--- config.mk ---
export PLATFORM = sky130hd
export DESIGN_NAME = nand_sweep_ctrl
export DESIGN_NICKNAME = d
export VERILOG_FILES = /design/src/rtl/nand_sweep_pkg.sv /design/src/rtl/sweep_hold_timer.sv /design/src/rtl/nand_sweep_ctrl.sv
export SDC_FILE = /design/constraint.sdc
export NUM_CORES = 1
export LEC_CHECK = 0
export CAP_MARGIN = 20
export CORE_ASPECT_RATIO = 0.9
export CORE_MARGIN = 3
export CORE_UTILIZATION = 45
export DETAILED_ROUTE_END_ITERATION = 10
export GPL_TIMING_DRIVEN = 0
export PLACE_DENSITY = 0.68
export SYNTH_ARGS = -nofsm -noshare
export SYNTH_HDL_FRONTEND = slang
export SYNTH_HIERARCHICAL = 1
export SYNTH_SLANG_ARGS = --single-unit
--- constraint.sdc ---
create_clock -name clk -period 6.1 [get_ports clk]
set_input_delay 1.22 -clock clk [delete_from_list [all_inputs] [get_ports clk]]
set_output_delay 1.22 -clock clk [all_outputs]
set_load 0.02 [all_outputs]
--- src/rtl/nand_sweep_pkg.sv ---
// Shared definitions for the 3-input NAND sweep self-check: state
// encoding, default hold time and the golden NAND reference.
package nand_sweep_pkg;

    localparam logic [1:0] IDLE  = 2'd0;
    localparam logic [1:0] APPLY = 2'd1;
    localparam logic [1:0] CHECK = 2'd2;
    localparam logic [1:0] DONE  = 2'd3;

    typedef enum logic [1:0] {
        ST_IDLE  = IDLE,
        ST_APPLY = APPLY,
        ST_CHECK = CHECK,
        ST_DONE  = DONE
    } state_t;

    // Settle cycles per vector before it is checked (must be >= 1).
    localparam int HOLD_CYC_DEF = 4;

    // Golden NAND over the low n_in bits of vec: 0 only when all are 1.
    function automatic logic golden_nand(input logic [31:0] vec, input int n_in);
        logic [31:0] m;
        m = (n_in >= 32) ? '1 : ((32'd1 << n_in) - 32'd1);
        return ((vec & m) != m);
    endfunction

endpackage

--- src/rtl/sweep_hold_timer.sv ---
// Loadable down-counter that times how long each vector settles.
// o_zero is decoded from the register, so there is no input-to-output path.
module sweep_hold_timer #(
    parameter int W = 3
) (
    input  logic         clk,
    input  logic         rst_n,
    input  logic         i_load,
    input  logic [W-1:0] i_load_val,
    input  logic         i_en,
    output logic         o_zero
);

    logic [W-1:0] r_cnt;

    // Load has priority; otherwise count down while enabled, parking at 0.
    always_ff @(posedge clk or negedge rst_n) begin
        if (!rst_n) begin
            r_cnt <= '0;
        end else if (i_load) begin
            r_cnt <= i_load_val;
        end else if (i_en && (r_cnt != '0)) begin
            // NOTE: sequential state uses non-blocking assignment so every
            // flop samples pre-edge values regardless of block ordering.
            r_cnt <= r_cnt - W'(1);
        end
    end

    assign o_zero = (r_cnt == '0);

endmodule

--- src/rtl/nand_sweep_ctrl.sv ---
// Exhaustive self-check sequencer for three NAND implementations:
// drives a shared vector, waits HOLD_CYC cycles, compares all three
// outputs against the golden NAND and accumulates the results.
module nand_sweep_ctrl
    import nand_sweep_pkg::*;
#(
    parameter int N_IN     = 3,
    parameter int HOLD_CYC = HOLD_CYC_DEF
) (
    input  logic            clk,
    input  logic            rst_n,
    input  logic            start,
    input  logic            abort,
    output logic [N_IN-1:0] vec_out,
    input  logic            y_s,
    input  logic            y_d,
    input  logic            y_b,
    output logic            busy,
    output logic            done,
    output logic            pass,
    output logic [N_IN:0]   err_cnt,
    output logic [2:0]      fail_mask,
    output logic [N_IN-1:0] first_err_vec,
    output logic            first_err_vld
);

    localparam int EW = N_IN + 1;
    localparam int TW = $clog2(HOLD_CYC) + 1;
    localparam logic [TW-1:0] HOLD_LOAD = TW'(HOLD_CYC - 1);

    state_t          r_state;
    logic [N_IN-1:0] r_vec;
    logic            r_busy;
    logic            r_done;
    logic            r_pass;
    logic [EW-1:0]   r_err_cnt;
    logic [2:0]      r_fail_mask;
    logic [N_IN-1:0] r_first_vec;
    logic            r_first_vld;

    logic            w_golden;
    logic [2:0]      w_mism;
    logic            w_any;
    logic [EW-1:0]   w_err_next;
    logic            w_last;
    logic            w_begin;
    logic            w_load;
    logic            w_zero;

    // Compare logic is only consumed in CHECK, when vec_out has settled.
    assign w_golden   = golden_nand(32'(r_vec), N_IN);
    assign w_mism     = {y_s, y_d, y_b} ^ {3{w_golden}};
    assign w_any      = |w_mism;
    assign w_err_next = r_err_cnt + EW'(w_any);
    assign w_last     = (r_vec == '1);
    assign w_begin    = !abort && start && ((r_state == ST_IDLE) || (r_state == ST_DONE));
    assign w_load     = w_begin || (!abort && (r_state == ST_CHECK) && !w_last);

    sweep_hold_timer #(
        .W (TW)
    ) u_hold_timer (
        .clk        (clk),
        .rst_n      (rst_n),
        .i_load     (w_load),
        .i_load_val (HOLD_LOAD),
        .i_en       (r_state == ST_APPLY),
        .o_zero     (w_zero)
    );

    // Sweep FSM with vector counter and registered result outputs.
    always_ff @(posedge clk or negedge rst_n) begin
        if (!rst_n) begin
            r_state     <= ST_IDLE;
            r_vec       <= '0;
            r_busy      <= 1'b0;
            r_done      <= 1'b0;
            r_pass      <= 1'b0;
            r_err_cnt   <= '0;
            r_fail_mask <= '0;
            r_first_vec <= '0;
            r_first_vld <= 1'b0;
        end else if (abort) begin
            // Results survive an abort; only the sequencing is unwound.
            r_state <= ST_IDLE;
            r_vec   <= '0;
            r_busy  <= 1'b0;
            r_done  <= 1'b0;
            r_pass  <= 1'b0;
        end else begin
            case (r_state)
                ST_IDLE, ST_DONE: begin
                    if (start) begin
                        r_state     <= ST_APPLY;
                        r_vec       <= '0;
                        r_busy      <= 1'b1;
                        r_done      <= 1'b0;
                        r_pass      <= 1'b0;
                        r_err_cnt   <= '0;
                        r_fail_mask <= '0;
                        r_first_vec <= '0;
                        r_first_vld <= 1'b0;
                    end
                end
                ST_APPLY: begin
                    if (w_zero) begin
                        r_state <= ST_CHECK;
                    end
                end
                ST_CHECK: begin
                    if (w_any) begin
                        r_err_cnt   <= w_err_next;
                        r_fail_mask <= r_fail_mask | w_mism;
                        if (!r_first_vld) begin
                            r_first_vec <= r_vec;
                            r_first_vld <= 1'b1;
                        end
                    end
                    if (w_last) begin
                        r_state <= ST_DONE;
                        r_busy  <= 1'b0;
                        r_done  <= 1'b1;
                        r_pass  <= (w_err_next == '0);
                    end else begin
                        r_state <= ST_APPLY;
                        r_vec   <= r_vec + N_IN'(1);
                    end
                end
                default: r_state <= ST_IDLE;
            endcase
        end
    end

    assign vec_out       = r_vec;
    assign busy          = r_busy;
    assign done          = r_done;
    assign pass          = r_pass;
    assign err_cnt       = r_err_cnt;
    assign fail_mask     = r_fail_mask;
    assign first_err_vec = r_first_vec;
    assign first_err_vld = r_first_vld;

endmodule

---- Word-level counts from Yosys, hierarchy flattened ----
Index checks and enable logic that the tools add are counted.
storage, ports and cells
  flip-flop bits (word level) ............. 22
  input bits .............................. 7
  output and inout bits ................... 17
operators by class
  add/subtract/negate cells ............... 3
  eq/ne operators ......................... 12
  mux-type cells .......................... 32
  bitwise gates (word level) .............. 3
  reductions and logical operators ........ 23
operator list
  operator                                                        count
  3-bit two-way mux                                               8
  3-bit one-hot mux with 2 select lines                           3
  3-bit != test (second input constant)                           5
  1-bit two-way mux                                               9
  2-bit two-way mux                                               4
  4-bit two-way mux                                               2
  1-bit one-hot mux with 2 select lines                           4
  4-bit one-hot mux with 2 select lines                           1
  2-bit != test (second input constant)                           3
  2-bit one-hot mux with 3 select lines                           1
  3-bit AND reduction                                             2
  3-bit nonzero test                                              2
  1-bit logical AND                                               5
  5-bit AND reduction                                             1
  4-bit by 1-bit adder with 4-bit output                          1
  2-bit == test (second input constant)                           2
  4-bit zero test                                                 1
  4-bit AND reduction                                             1
  2-bit nonzero test                                              2
  3-bit by 1-bit adder with 3-bit output (second input constant)  1
  3-bit == test (second input constant)                           1
  3-bit zero test                                                 1
  3-bit bitwise OR                                                1
  3-bit OR reduction                                              1
  9 further kinds                                                 11

---- Depth between registers and ports, before layout ----
Gate-level depths: netlist (run 1).
  depth after elaboration ................. 8
  mapped depth ............................ 11

---- Hierarchy ----
Netlist (run 1), hierarchy kept.
modules (own cells, without submodules)
  module            times used  cells each  area each (sq um)  sequential area each (sq um)
  nand_sweep_ctrl   1           122         1091.0             475.5
  sweep_hold_timer  1           19          190.2              75.1

---- Worst setup path after synthesis (run 1) ----
Ideal clock, no wire load.
  path type ............................... input port to flip-flop
  from .................................... input port y_s
  to ...................................... register r_pass (netlist: pass)
  data arrival time ....................... 2.801 ns
  setup slack ............................. 3.216 ns
  stages on the path ...................... 8
  buffers on the path ..................... 0
  cell sequence ........................... nand2b_1 o31ai_4 inv_1 ha_1 ha_1 nor4_1 nand3_1 o21ai_0
on the way
  longest elaborated chain between the ends .. 7
ends and longest elaborated chain
  element                                 RTL line                RTL
  start: declaration                      nand_sweep_ctrl.sv:15   input logic y_s,
  3-bit XOR                               nand_sweep_ctrl.sv:52   assign w_mism = {y_s, y_d, y_b} ^ {3{w_golden}};
  3-bit OR reduction                      nand_sweep_ctrl.sv:53   assign w_any = |w_mism;
  4-bit by 1-bit adder with 4-bit output  nand_sweep_ctrl.sv:54   assign w_err_next = r_err_cnt + EW'(w_any);
  4-bit zero test                         nand_sweep_ctrl.sv:122  r_pass <= (w_err_next == '0);
  1-bit two-way mux                       nand_sweep_ctrl.sv:118  if (w_last) begin
  1-bit one-hot mux with 2 select lines   nand_sweep_ctrl.sv:90   case (r_state)
  1-bit two-way mux                       nand_sweep_ctrl.sv:82   end else if (abort) begin
  end signal: assignment                  nand_sweep_ctrl.sv:122
  end: declaration                        nand_sweep_ctrl.sv:35   logic r_pass;
No other way between the ends. The select of a mux whose other input is x is not followed.
A chain may end at the register's enable or synchronous reset.

---- Worst setup path in the final report (run 1) ----
Ends and elaborated chain as after synthesis.

==> flow_summary.json, run 1 <==
{
  "status": "finished, final reports clean",
  "clockBufferDepth": 2,
  "root_buffer": "clkbuf_4",
  "clkLatencyLatePin_ns": 0.31,
  "first_pass_iters": 4,
  "grt_max_degree": 23,
  "vias_per_cell": 5.40,
  "async_flop_share_pct": 100,
  "synthToLayoutAreaGrowth_pct": 24.9,
  "critPathLaunchType": "primary input",
  "peakVddDrop_v": 0.000136,
  "totalWireLength_um": 2830,
  "ios": 24,
  "gp_congestion": 0.766,
  "start_util_pct": 49.8,
  "clkTransAtPathRegs_ns": 0.11,
  "fillCellCount": 235,
  "max_freq_mhz": 303,
  "placed_area_um2": 1560,
  "hpwlAfterDp_um": 2170,
  "cts_max_level": 1,
  "grt_pass1_wl_um": 4930,
  "post_cts_resized": 0,
  "cp_slowest_cell": "clkdlybuf4s50_1",
  "die_w_um": 62.2,
  "postCtsSetupBuffers": 0,
  "ys_warn_count": 6,
  "crit_start": "y_s",
  "syn-instance-count": 141,
  "worst_pin_slew_ns": 0.856,
  "power_leakage_nw": 0.686,
  "maxSlewViolCount": 0,
  "design_area_um2": 1600,
  "die-height_um": 56.6,
  "std_cell_rows": 17,
  "grt_use_total_pct": 17.5,
  "cap_violations": 0,
  "holdBufCountCts": 0,
  "power_density_nw_per_um2": 246,
  "avgSynthCellArea_um2": 9.09,
  "hold_violations": 0,
  "vias": 1118,
  "p_total_uw": 393,
  "yosysSeqAreaShare_pct": 43.0,
  "nets": 186,
  "overflow": 0,
  "tritoncts": "built",
  "rsz0062_at_grt": "false",
  "synth_area_um2": 1280,
  "utilization_pct": 62.2,
  "holdWs_ns": 0.539,
  "worstPathMaxFanout": 8,
  "numCtsBuffers": 3,
  "fin_crit_ns": 3.30,
  "regArea_um2": 551,
  "drc": 0,
  "crit_chain": "clkdlybuf4s50_1 > nand2b_1 > o31ai_4 > inv_1 > ha_1 > ha_1 > nor4_1 > nand3_1 > o21ai_0",
  "drive_above_1_share_pct": 5.33,
  "worstSetupEndpointType": "register",
  "post-route-period-util_pct": 54.1,
  "max_stage_delay_ns": 0.44,
  "multi_input_area_um2": 677,
  "cp.required_ns": 6.33,
  "postRouteAntennaNets": 0,
  "yosysUniqueCellTypes": 33,
  "n_antenna_cell": 0,
  "io_buffers": 23,
  "cts_sinks": 22,
  "die-area_um2": 3520,
  "path_class": "in2reg",
  "synth_edf_count": 0,
  "initialDrtViolationCount": 26,
  "setup_tns_ns": 0,
  "relSlewSlack_pct": 42.5,
  "synth-seq-cells": 22,
  "coreArea_um2": 2570,
  "setup_viol": 0,
  "antenna_found_initial": 0,
  "crit_buf_inv": 2,
  "wl_per_cell_um": 13.7,
  "min_from": "fail_mask[1]",
  "grt_pass1_vias": 1079,
  "cpMostUsedCell": "ha_1",
  "r2r-start": "vec_out[0]",
  "cp_top_family": "buffers and inverters",
  "crit_arrival_ns": 3.53,
  "min-delay-path-class": "reg2reg",
  "fin_worst_skew_ns": 0.00174,
  "synth_flop_cell": "dfrtp_1"
}
logic make-up after synthesis:
kind of cell	after synthesis	share of synthesized area, %
buf+inv	14	4.49
compound gates	30	16.5
flops	22	43.0
fa+ha+maj	8	7.81
xor+xnor	4	2.73
other cells	2	0.586
simple gates	60	24.0
mux	1	0.879
per-stage QoR:
stage	setup WS, ns	std cells
after floorplan	3.22	142
after global placement	2.53	203
after detailed placement	2.45	203
after CTS	2.78	206
after global routing	2.61	207
final	2.80	207
power by group:
group / leakage, nW / internal (mW) / total (mW) / switching [mW]
clock: 0.0138 / 0.0231 / 0.0658 / 0.0427
sequential: 0.294 / 0.168 / 0.180 / 0.0128
combinational: 0.378 / 0.0626 / 0.147 / 0.0844
total: 0.686 / 0.253 / 0.393 / 0.140
metal layers:
layer / wire, um / track usage [%] / vias to the layer above
li1: - / - / 555
met1: 1350 / 22.2 / 535
met2: 1330 / 29.4 / 23
met3: 120 / 4.80 / 5
met4: 25 / 4.42 / 0
met5: 0 / 0 / -
cell usage after synthesis, drive strengths merged, types with 4 or more instances:
master / number / area [um2]
xnor2: 4 / 35.0
ha: 8 / 100
nand2: 19 / 71.3
inv: 9 / 33.8
nand3: 9 / 45.0
o211ai: 5 / 37.5
dfrtp: 22 / 551
a21oi: 12 / 60.1
nand2b: 4 / 25.0
nor2: 11 / 41.3
final timing paths:
path | end | slack [ns] | cells after the start
setup / recovery | pass | 2.80 | 9
min in group asynchronous | u_hold_timer/r_cnt[1] | 1.21 | 1
hold reg to reg | fail_mask[1] | 0.54 | 2
hold / removal | fail_mask[1] | 0.54 | 2
setup reg to reg | pass | 3.34 | 11
max in group asynchronous | busy | 4.44 | 2
worst register-to-register path, stage by stage (launching register included):
cell      delay [ns]
dfrtp_1         0.43
ha_1            0.22
ha_1            0.18
buf_4           0.17
nand4b_1        0.23
o31ai_4         0.15
inv_1           0.21
ha_1            0.25
ha_1            0.29
nor4_1          0.27
nand3_1         0.10
o21ai_0         0.18
layout by cell type (no fill, tap or decap), types with 2 or more instances in the layout:
cell type | synthesis | routed
o211ai_1 | 5 | 5
a22o_1 | 2 | 2
nand3_1 | 9 | 9
a21oi_1 | 12 | 12
inv_1 | 9 | 9
conb_1 | 2 | 3
ha_1 | 8 | 8
o311ai_1 | 2 | 2
nand4_1 | 3 | 3
nand2_1 | 19 | 19
nor4_1 | 2 | 2
dfrtp_1 | 22 | 22
clkbuf_4 | 0 | 3
xnor2_1 | 4 | 4
clkbuf_1 | 3 | 3
or4b_1 | 3 | 3
a211o_1 | 2 | 2
o21ai_0 | 3 | 3
nor3_1 | 3 | 3
nor2_1 | 11 | 11
nand2b_1 | 4 | 4
clkdlybuf4s50_1 | 0 | 23
layout make-up:
type | instances | area share [%]
Clock buffer | 3 | 1.41
Multi-Input combinational cell | 106 | 42.3
Inverter | 9 | 2.11
Timing Repair Buffer | 24 | 15.3
Sequential cell | 22 | 34.4
Buffer | 5 | 1.49
Tap cell | 38 | 2.97
state kept, by name (all words and copies together), names as in the netlist:
signal,count
vec_out,3
r_state,2
first_err_vld,1
pass,1
busy,1
err_cnt,4
done,1
fail_mask,3
first_err_vec,3
u_hold_timer/r_cnt,3
Power figures use the tool's default switching activity.
==> inputs of run 2 (changes only) <==
clock period = 3.08 ns   (was 6.1 ns; I/O delays follow)
==> results of run 2 <==
Same layout as run 1 (identical final DEF). Status: finished, final reports clean.
Main changes from that run: setup slack after placement 2.45 ns -> 0.0356 ns; setup slack after layout 2.80 ns -> 0.321 ns; start point of the critical path y_s -> vec_out[0]; register-to-register setup slack 3.34 ns -> 0.32 ns; total power 0.393 mW -> 0.779 mW; worst IR drop on VDD 0.000136 V -> 0.000270 V
